### src/rtl/mem_rmw_arbiter.sv
// mem_rmw_arbiter
// Access controller in front of the dual-read/single-write data BRAM.
// - Shares the memory between the CPU load/store path and the debug unit.
// - Turns byte/halfword stores into read-modify-write sequences using the
//   BRAM's second (posedge) read port.
// - Extracts sub-word loads with sign/zero extension.
// - Rejects misaligned CPU accesses.
// Optional feature macro: MEM_ARB_RR_EN. When defined, simultaneous requests
// alternate between the two requesters. When undefined, debug always wins.
module mem_rmw_arbiter #(
  parameter int NB_DATA = 32,
  parameter int N_WORDS = 16,
  parameter int NB_ADDR = $clog2(N_WORDS)
) (
  input  logic               i_clk,
  input  logic               i_reset,
  input  logic               i_cpu_req,
  input  logic               i_cpu_we,
  input  logic [NB_ADDR+1:0] i_cpu_addr,
  input  logic [1:0]         i_cpu_size,
  input  logic               i_cpu_unsigned,
  input  logic [NB_DATA-1:0] i_cpu_wdata,
  output logic [NB_DATA-1:0] o_cpu_rdata,
  output logic               o_cpu_ack,
  output logic               o_cpu_misaligned,
  input  logic               i_dbg_req,
  input  logic               i_dbg_we,
  input  logic [NB_ADDR-1:0] i_dbg_addr,
  input  logic [NB_DATA-1:0] i_dbg_wdata,
  output logic [NB_DATA-1:0] o_dbg_rdata,
  output logic               o_dbg_ack,
  output logic [NB_ADDR-1:0] o_mem_r_addr,
  output logic               o_mem_r_en,
  input  logic [NB_DATA-1:0] i_mem_r_data,
  output logic [NB_ADDR-1:0] o_mem_r2_addr,
  output logic               o_mem_r2_en,
  input  logic [NB_DATA-1:0] i_mem_r2_data,
  output logic [NB_ADDR-1:0] o_mem_w_addr,
  output logic [NB_DATA-1:0] o_mem_w_data,
  output logic               o_mem_w_en,
  output logic               o_busy
);

  localparam int EXT_B = NB_DATA - 8;
  localparam int EXT_H = NB_DATA - 16;

  typedef enum logic [2:0] {IDLE, READ, RMW_RD, RMW_WR, WRITE, RESP} state_t;

  state_t             state, state_next;
  logic               any_req, pick_dbg, cpu_misaligned;
  logic               gnt_dbg, cmd_unsigned, cmd_err;
  logic [1:0]         cmd_size;
  logic [NB_ADDR+1:0] cmd_addr;
  logic [NB_ADDR-1:0] cmd_word;
  logic [NB_DATA-1:0] cmd_wdata, merged, load_ext;
  logic [7:0]         byte_sel;
  logic [15:0]        half_sel;

  assign any_req  = i_cpu_req | i_dbg_req;
  assign cmd_word = cmd_addr[NB_ADDR+1:2];

  // Halfwords must sit on even bytes, words on 4-byte boundaries.
  assign cpu_misaligned = ((i_cpu_size == 2'b01) && i_cpu_addr[0]) ||
                          (i_cpu_size[1] && (i_cpu_addr[1:0] != 2'b00));

`ifdef MEM_ARB_RR_EN
  logic rr_last_cpu;

  // On a tie, grant whichever requester was not granted last.
  always_comb begin
    pick_dbg = i_dbg_req && (!i_cpu_req || rr_last_cpu);
  end

  // Remember who got the most recent grant; reset as CPU so debug wins the first tie.
  always_ff @(posedge i_clk) begin
    if (i_reset) begin
      rr_last_cpu <= 1'b1;
    end else if (state == IDLE && any_req) begin
      rr_last_cpu <= !pick_dbg;
    end
  end
`else
  // Debug has fixed priority over the CPU.
  always_comb begin
    pick_dbg = i_dbg_req;
  end
`endif

  // State register.
  always_ff @(posedge i_clk) begin
    if (i_reset) begin
      state <= IDLE;
    end else begin
      state <= state_next;
    end
  end

  // Next-state decode and all BRAM / handshake outputs; enables are masked during reset.
  always_comb begin
    state_next       = state;
    o_mem_r_en       = 1'b0;
    o_mem_r_addr     = '0;
    o_mem_r2_en      = 1'b0;
    o_mem_r2_addr    = '0;
    o_mem_w_en       = 1'b0;
    o_mem_w_addr     = '0;
    o_mem_w_data     = '0;
    o_cpu_ack        = 1'b0;
    o_dbg_ack        = 1'b0;
    o_cpu_misaligned = 1'b0;
    o_busy           = (state != IDLE);
    case (state)
      IDLE: begin
        if (any_req) begin
          if (pick_dbg) begin
            state_next = i_dbg_we ? WRITE : READ;
          end else if (cpu_misaligned) begin
            state_next = RESP;
          end else if (!i_cpu_we) begin
            state_next = READ;
          end else if (i_cpu_size[1]) begin
            state_next = WRITE;
          end else begin
            state_next = RMW_RD;
          end
        end
      end
      READ: begin
        o_mem_r_en   = !i_reset;
        o_mem_r_addr = cmd_word;
        state_next   = RESP;
      end
      RMW_RD: begin
        o_mem_r2_en   = !i_reset;
        o_mem_r2_addr = cmd_word;
        state_next    = RMW_WR;
      end
      RMW_WR: begin
        o_mem_w_en   = !i_reset;
        o_mem_w_addr = cmd_word;
        o_mem_w_data = merged;
        state_next   = RESP;
      end
      WRITE: begin
        o_mem_w_en   = !i_reset;
        o_mem_w_addr = cmd_word;
        o_mem_w_data = cmd_wdata;
        state_next   = RESP;
      end
      RESP: begin
        o_dbg_ack        = gnt_dbg;
        o_cpu_ack        = !gnt_dbg;
        o_cpu_misaligned = !gnt_dbg && cmd_err;
        state_next       = IDLE;
      end
      default: begin
        state_next = IDLE;
      end
    endcase
  end

  // Replace the addressed byte or halfword lane of the old word with the store data.
  always_comb begin
    merged = i_mem_r2_data;
    if (cmd_size == 2'b00) begin
      merged[8*cmd_addr[1:0] +: 8] = cmd_wdata[7:0];
    end else begin
      merged[16*cmd_addr[1] +: 16] = cmd_wdata[15:0];
    end
  end

  // Pick the addressed lane of the read word and extend it to full width.
  always_comb begin
    byte_sel = i_mem_r_data[8*cmd_addr[1:0] +: 8];
    half_sel = i_mem_r_data[16*cmd_addr[1] +: 16];
    case (cmd_size)
      2'b00:   load_ext = cmd_unsigned ? {{EXT_B{1'b0}}, byte_sel}
                                       : {{EXT_B{byte_sel[7]}}, byte_sel};
      2'b01:   load_ext = cmd_unsigned ? {{EXT_H{1'b0}}, half_sel}
                                       : {{EXT_H{half_sel[15]}}, half_sel};
      default: load_ext = i_mem_r_data;
    endcase
  end

  // Latch the granted command in IDLE; capture read data as READ ends.
  always_ff @(posedge i_clk) begin
    if (i_reset) begin
      gnt_dbg      <= 1'b0;
      cmd_addr     <= '0;
      cmd_size     <= 2'b00;
      cmd_unsigned <= 1'b0;
      cmd_wdata    <= '0;
      cmd_err      <= 1'b0;
      o_cpu_rdata  <= '0;
      o_dbg_rdata  <= '0;
    end else begin
      if (state == IDLE && any_req) begin
        gnt_dbg <= pick_dbg;
        if (pick_dbg) begin
          cmd_addr     <= {i_dbg_addr, 2'b00};
          cmd_size     <= 2'b10;
          cmd_unsigned <= 1'b0;
          cmd_wdata    <= i_dbg_wdata;
          cmd_err      <= 1'b0;
        end else begin
          cmd_addr     <= i_cpu_addr;
          cmd_size     <= i_cpu_size;
          cmd_unsigned <= i_cpu_unsigned;
          cmd_wdata    <= i_cpu_wdata;
          cmd_err      <= cpu_misaligned;
        end
      end
      if (state == READ) begin
        if (gnt_dbg) begin
          o_dbg_rdata <= i_mem_r_data;
        end else begin
          o_cpu_rdata <= load_ext;
        end
      end
    end
  end

endmodule

### config.mk
export PLATFORM = sky130hd
export DESIGN_NAME = mem_rmw_arbiter
export DESIGN_NICKNAME = d
export VERILOG_FILES = /design/src/rtl/mem_rmw_arbiter.sv
export SDC_FILE = /design/constraint.sdc
export NUM_CORES = 1
export LEC_CHECK = 0
export CORE_MARGIN = 5
export CORE_UTILIZATION = 45
export CTS_BUF_LIST = sky130_fd_sc_hd__clkbuf_2 sky130_fd_sc_hd__clkbuf_4 sky130_fd_sc_hd__clkbuf_8
export CTS_CLUSTER_SIZE = 28
export DETAILED_ROUTE_END_ITERATION = 12
export GPL_TIMING_DRIVEN = 0
export PLACE_DENSITY_LB_ADDON = 0.15
export SLEW_MARGIN = 20
export SYNTH_ARGS = -nofsm -noshare
export SYNTH_HDL_FRONTEND = slang
export SYNTH_SLANG_ARGS = --single-unit
### constraint.sdc
create_clock -name i_clk -period 4.15 [get_ports i_clk]
set_input_delay 0.83 -clock i_clk [delete_from_list [all_inputs] [get_ports i_clk]]
set_output_delay 0.83 -clock i_clk [all_outputs]
set_load 0.05 [all_outputs]
==> results.md, run 1 <==
- DIE WIDTH: 125 µm
- Sum Neg Setup Slack: 0 ns
- Vias/cell: 5.71
- Setup ws final: 0.170 ns
- XOR/XNOR Fraction of Synth Area: 0%
- Die Y-Extent: 125 µm
- Clock slew at reported path FFs: 0.10 ns
- Final wirelength: 22.6 mm
- Commonest cells after routing, fill and taps aside: 228 x clkdlybuf4s50_1, 135 x nand2_1, 110 x dfxtp_1, 100 x a21oi_1, 36 x clkbuf_1
- CTS tree: done
- Final period util: 95.9%
- Drt first pass iters: 5
- Status: completed
- Filler cells: 1147
- Post-synthesis simple-gate area fraction: 19.0%
- Max transition margin: 28.6%
- WL per Instance: 19.2 µm
- Final slew viol count: 0
- CP delay by family, top: buffers and inverters
- GRT Residual Overflow: 0
- Worst vdd ir: 0.221 mV
- Minimum clock period: 3.98 ns
- Crit path cell chain: buf_4, inv_1, ha_1, nor4_4, a221o_1, a22o_1, dlygate4sd2_1
- Synth Area in Compound Gates: 31.9%
- Cts-stage hold buffer count: 0
- Count of buffers from port buffering: 260
- Drt drc: 0
- Initial antenna violation count: 0
- Post-synth ARST share: 0%
- Nets: 1146
- Max-cap violations: 0
- Gpl congestion: 0.916
- DP HPWL: 17.7 mm
- Unrepaired setup endpoints after global routing: false
- Vias in the first global route: 6574
- Clock Skews: 0.00628 ns
- Net Count, Synth: 875
- Largest family of logic cells by synthesized area: compound AO/OA/AOI/OAI gates
- Worst-path maximum fanout: 10
- Count of cell types in the netlist: 59
- Mux cell area share after synthesis: 5.78%
- Pre-CTS setup slack: 0.0431 ns
- LEAKAGE: 3.42 nW
- Critical Path End Type: output pin
- Adder-cell share of the synthesized area: 1.05%
- Clock tree buffer depth: 2
- Final setup vio count: 0
- Post-synth EDFFs: 0
- Crit path buffers/inverters: 3
- Cell count after synthesis: 723
- Worst path slowest cell: dlygate4sd2_1
- PD cells: 367 nW/µm²
- DRT iter0 DRCs: 520
- Fin. Hold Viols: 0
- Number of synthesized register bits: 110
- Post-synth design cell area: 5970 µm²
- Number of buffers created by CTS: 9
- GRT Util Overall: 27.8%
- Commonest non-fill, non-tap cell in the layout: clkdlybuf4s50_1
- Most used flip-flop cell after synthesis: dfxtp_1
- Layout area overhead: 50.8%
- Synth warn: 0
- Clk sinks: 110
- Ant diodes: 0
- CTS Root Cell: clkbuf_8
- Core ar.: 13100 µm²
- Worst-Margin Slew: 1.07 ns
- Hold Path Class: reg -> reg
- Critical Path Max Stage Delay: 0.56 ns
- Final ANT Viol Nets: 0
- Pin count of the biggest net entering global routing: 18
- Initial core utilization: 45.4%
- First-pass GRT wire length: 35.4 mm
- Worst Path Required: 3.32 ns
- Syn Area/Cell: 8.26 µm²
- Kind of start point of the critical path: register
- Seq/Total Area, Yosys: 36.9%
- Setup Crit Path Kind: reg -> out
- Site row count: 42
- Total number of vias: 6711
- Data arrival time of the critical path: 3.15 ns
- Achievable frequency: 251 MHz
- H-Tree Level Count: 3
- Die Footprint: 15700 µm²
- Clk_lat worst skew: 0.38 ns
- Ports: 262
- Layout cells sized above 1: 9.01%
-- cell type report --
type	count	area, µm²	area share (%)
Clock buffer	11	145	1.61
Sequential cell	110	2200	24.5
Timing Repair Buffer	260	2560	28.4
Clock inverter	5	82.6	0.917
Inverter	9	33.8	0.375
Buffer	61	285	3.17
Tap cell	176	220	2.45
Multi-Input combinational cell	543	3480	38.6
-- synthesized netlist by cell type (2+ instances only) --
cell / count / area [µm²]
a211oi_1: 18 / 135
nand2b_1: 8 / 50.1
inv_2: 2 / 7.51
nor4_1: 2 / 12.5
o311ai_0: 2 / 17.5
a21oi_1: 101 / 505
clkbuf_1: 36 / 135
inv_1: 6 / 22.5
a22oi_1: 19 / 143
o22ai_1: 7 / 43.8
nor2b_1: 5 / 31.3
a2bb2oi_1: 2 / 17.5
mux2_2: 2 / 22.5
o211a_1: 2 / 20.0
nor3_4: 2 / 32.5
nand3_1: 3 / 15.0
buf_2: 20 / 100
o2bb2ai_1: 2 / 17.5
nor3_1: 3 / 15.0
nor2_1: 22 / 82.6
a22oi_2: 10 / 125
o21bai_1: 5 / 37.5
nand3b_1: 12 / 90.1
ha_1: 5 / 62.6
buf_4: 4 / 30.0
a32oi_1: 3 / 26.3
and3_1: 14 / 87.6
nand2_1: 135 / 507
mux2i_1: 30 / 300
a221oi_1: 2 / 17.5
a21oi_2: 10 / 87.6
o211ai_1: 2 / 15.0
a22o_1: 23 / 201
a221o_1: 23 / 230
and2_1: 13 / 81.3
dfxtp_1: 110 / 2200
nor3b_1: 2 / 15.0
o21ai_0: 35 / 175
-- per-stage QoR --
| stage | util (%) | instances | total power (W) | hold slack, ns | area [µm²] |
|---|---|---|---|---|---|
| after floorplan | - | 723 | 0.00208 | 0.428 | 5970 |
| after global placement | 66.9 | 1159 | 0.00258 | 0.435 | 8790 |
| after detailed placement | 66.9 | 1159 | 0.00259 | 0.441 | 8790 |
| after CTS | 68.6 | 1175 | 0.00330 | 0.455 | 9010 |
| after global routing | 68.5 | 1175 | 0.00346 | 0.470 | 9000 |
| final | 68.5 | 1175 | 0.00331 | 0.456 | 9000 |
-- final timing paths --
path / start / to / slack, ns / cells after the start
hold reg to reg: cmd_wdata[17] / cmd_wdata[17] / 0.46 / 2
setup reg to reg: state[0] / o_cpu_rdata[13] / 1.95 / 4
setup / recovery: cmd_addr[1] / o_mem_w_data[31] / 0.17 / 7
hold / removal: cmd_wdata[17] / cmd_wdata[17] / 0.46 / 2
-- worst reg2reg max path, cell delays in order (launching register included) --
cell	delay [ns]
dfxtp_1	0.39
buf_4	0.19
nor3b_4	0.37
nor3b_1	0.91
a211oi_1	0.18
-- registers in the layout (all words and copies together) (netlist names) --
signal	flops
cmd_wdata	32
o_cpu_rdata	32
o_dbg_rdata	32
cmd_addr	6
state	3
cmd_size	2
cmd_err	1
cmd_unsigned	1
gnt_dbg	1
-- what timing repair did --
item	in CTS	in global routing
resized for setup	28	27
setup endpoints to repair	32	23
setup buffers	0	0
-- kinds of logic (layout without fill, tap and decap cells) --
kind of cell,Yosys count,count (layout)
adder cells (fa/ha/maj),5,5
flip-flops,110,110
buffers and inverters,70,346
AO/OA/AOI/OAI,274,274
AND/OR/NAND/NOR,231,231
multiplexers,33,33
-- power breakdown --
| part | total, W | switching, W | internal [W] | leakage (nW) |
|---|---|---|---|---|
| combinational | 0.00130 | 0.000810 | 0.000494 | 2.40 |
| clock | 0.000732 | 0.000367 | 0.000365 | 0.117 |
| sequential | 0.00127 | 0.0000984 | 0.00117 | 0.900 |
-- per-layer routing --
layer  up-vias  track usage [%]  routed length, µm
met2       340             45.1              10400
met4         0             10.7                743
li1       3183                -                  -
met1      3137             36.3               9400
met5         -                0                  0
met3        51             6.27               2010
Power figures use the tool's default switching activity.
==> inputs of run 2 (changes only) <==
Settings changed: CAP_MARGIN set to 0, CORE_ASPECT_RATIO set to 0.8.
Clock period 4.15 ns to 4.78 ns, I/O delays scaled along.
==> run 2 against run 1 <==
Effect of this change: wire length increased by 3.0%; combinational power decreased by 12%; critical path depth unchanged; worst setup slack got worse by 0.0030 ns; clock power decreased by 21%; via count decreased by 0.15%; critical path type unchanged; largest power group unchanged.
==> results.md, run 2 (synthesis gave the netlist of run 1 again) <==
- Status: completed (unchanged)
- Final wirelength: 23.3 mm (was 22.6 mm)
- Max-cap violations: 0 (unchanged)
- Final period util: 96.5%
- Final cell count without fillers: 1174 (was 1175)
- Kind of start point of the critical path: register (unchanged)
- LEAKAGE: 3.16 nW (was 3.42 nW)
- Data arrival time of the critical path: 3.66 ns (was 3.15 ns)
- Layout area overhead: 50.8% (unchanged)
- Initial antenna violation count: 0 (unchanged)
- Crit path cell chain: buf_4, inv_1, ha_1, nor4_2, a221o_1, a22o_1, clkdlybuf4s50_1 (was buf_4, inv_1, ha_1, nor4_4, a221o_1, a22o_1, dlygate4sd2_1)
- Worst vdd ir: 0.212 mV (was 0.221 mV)
- Total number of vias: 6701 (was 6711)
- R2r setup slk: 2.58 ns (was 1.95 ns)
- CTS Root Cell: clkbuf_8 (unchanged)
- Vias in the first global route: 6335 (was 6574)
- Die Y-Extent: 113 µm (was 125 µm)
- CP delay by family, top: buffers and inverters (unchanged)
- Vias/cell: 5.71 (about the same)
- Reg2reg end: o_cpu_rdata[10] (was o_cpu_rdata[13])
- H-Tree Level Count: 3 (unchanged)
- DRT iter0 DRCs: 690 (was 520)
- Critical Path End Type: output pin (unchanged)
- Dpl cell area: 8790 µm² (about the same)
- Sum Neg Setup Slack: 0 ns (unchanged)
- Hold Path Class: reg -> reg (unchanged)
- Achievable frequency: 217 MHz
- DP HPWL: 18.1 mm (was 17.7 mm)
- Number of buffers created by CTS: 9 (unchanged)
- GRT Residual Overflow: 0 (unchanged)
- GRT Util Overall: 28.1% (was 27.8%)
- Commonest cells after routing, fill and taps aside: 260 x clkdlybuf4s50_1, 135 x nand2_1, 110 x dfxtp_1, 100 x a21oi_1, 36 x clkbuf_1 (was 228 x clkdlybuf4s50_1, 135 x nand2_1, 110 x dfxtp_1, 100 x a21oi_1, 36 x clkbuf_1)
- Unrepaired setup endpoints after global routing: false (unchanged)
- Cell count along the critical path: 7 (unchanged)
- Clock tree buffer depth: 2 (unchanged)
- Max transition margin: 30.1% (was 28.6%)
- Clk sinks: 110 (unchanged)
- CTS tree: done (unchanged)
- Worst-Margin Slew: 1.05 ns (was 1.07 ns)
- Regs by FF count: cmd_wdata: 32 flops, o_cpu_rdata: 32 flops, o_dbg_rdata: 32 flops (unchanged)
- PD cells: 314 nW/µm² (was 367 nW/µm²)
- Crit path buffers/inverters: 3 (unchanged)
- RR Startpoint: state[0] (unchanged)
- Post-CTS Setup Bufs: 0 (unchanged)
- First-pass GRT wire length: 35.5 mm (was 35.4 mm)
- Die Footprint: 15700 µm² (about the same)
- R2r worst-path depth: 4 (unchanged)
- Worst path slowest cell: clkdlybuf4s50_1 (was dlygate4sd2_1)
- Setup Crit Path Kind: reg -> out (unchanged)
- Gpl congestion: 0.928 (was 0.916)
- Placed Instances: 1158 (was 1159)
- Worst Path Required: 3.82 ns (was 3.32 ns)
- Worst-path maximum fanout: 10 (unchanged)
- Core ar.: 12900 µm² (was 13100 µm²)
- Met1 Usage GRT: 41.0% (was 36.3%)
- Final slew viol count: 0 (unchanged)
- Initial core utilization: 46.2% (was 45.4%)
- Critical path startpoint: cmd_addr[1] (unchanged)
- Fin. Hold Viols: 0 (unchanged)
- Minimum clock period: 4.61 ns
- Clock slew at reported path FFs: 0.11 ns (was 0.10 ns)
- M3 GR Usage: 7.27% (was 6.27%)
- Clock Skews: 0.0177 ns (was 0.00628 ns)
- Final cell area excluding filler cells: 9000 µm² (unchanged)
- WL per Instance: 19.8 µm (was 19.2 µm)
- DIE WIDTH: 139 µm (was 125 µm)
- Ports: 262 (unchanged)
- Last element of the critical path: o_mem_w_data[31] (unchanged)
- Layout cells sized above 1: 8.11% (was 9.01%)
- Drt first pass iters: 7 (was 5)
- Pin count of the biggest net entering global routing: 21 (was 18)
- Final setup vio count: 0 (unchanged)
- Nets: 1146 (unchanged)
- Routing usage on met2: 41.3% (was 45.1%)
- Drt drc: 0 (unchanged)
- Critical Path Max Stage Delay: 0.83 ns (was 0.56 ns)
- Count of buffers from port buffering: 260 (unchanged)
- Ant diodes: 0 (unchanged)
- Commonest non-fill, non-tap cell in the layout: clkdlybuf4s50_1 (unchanged)
- GRT Max-Usage Layer: met2 (unchanged)
- Final ANT Viol Nets: 0 (unchanged)
- Clk_lat worst skew: 0.39 ns (was 0.38 ns)
- Site row count: 37 (was 42)
run 2: cell count changes in the layout (fill, tap and decap cells not counted), moves of 2 or more:
| cell | before | now |
|---|---|---|
| dlymetal6s2s_1 | 8 | 0 |
| clkbuf_2 | 9 | 0 |
| inv_6 | 0 | 2 |
| clkdlybuf4s50_1 | 228 | 260 |
| dlygate4sd2_1 | 15 | 0 |
| bufinv_16 | 2 | 0 |
run 2: metrics by stage:
stage               power [W]  setup WS [ns]  utilization [%]  hold WS, ns
floorplan             0.00180           1.30                -        0.428
global placement      0.00224          0.649             68.1        0.434
detailed placement    0.00225          0.629             68.1        0.440
CTS                   0.00282          0.187             69.6        0.456
global route          0.00295         0.0667             69.7        0.475
finish                0.00283          0.167             69.7        0.458
run 2: what timing repair did:
action | 4_1_cts | 5_1_grt
gates resized for setup | 0 | 2
endpoints found under the setup margin | 0 | 13
hold buffers | 0 | 0
run 2: where the power goes:
| group | leakage [nW] | switching (W) | total [W] | internal [W] |
|---|---|---|---|---|
| combinational | 2.16 | 0.000710 | 0.00114 | 0.000435 |
| clock | 0.102 | 0.000358 | 0.000576 | 0.000218 |
| sequential | 0.900 | 0.0000846 | 0.00110 | 0.00102 |
| total | 3.16 | 0.00115 | 0.00283 | 0.00167 |
run 2: how the worst min path moves through the flow:
stage	startpoint	endpoint	slack (ns)	depth (start not counted)
after floorplan	cmd_wdata[16]	cmd_wdata[16]	0.43	2
after global placement	cmd_wdata[17]	cmd_wdata[17]	0.43	2
after detailed placement	cmd_wdata[16]	cmd_wdata[16]	0.44	2
after CTS	cmd_wdata[16]	cmd_wdata[16]	0.46	2
after global routing	o_dbg_rdata[18]	o_dbg_rdata[18]	0.48	2
final	o_dbg_rdata[18]	o_dbg_rdata[18]	0.46	2
run 2: per-layer routing:
layer | vias up | wire [µm]
li1 | 3189 | -
met1 | 3125 | 10700
met2 | 352 | 9690
met3 | 35 | 2430
met4 | 0 | 439
met5 | - | 0
run 2: area by class of cell:
type | count | area [µm²]
Timing Repair Buffer | 260 | 2600
Buffer | 61 | 285
Multi-Input combinational cell | 543 | 3460
Clock inverter | 6 | 62.6
Sequential cell | 110 | 2200
Inverter | 9 | 33.8
Fill cell | 1101 | 3910
Tap cell | 175 | 219
Clock buffer | 10 | 138
run 2: worst min-delay path, delay by kind of cell, from the launching register on:
family,cells,cell delay (ns)
DFF,1,0.32
and+or+nand+nor,1,0.05
AOI/OAI and AO/OA,1,0.05
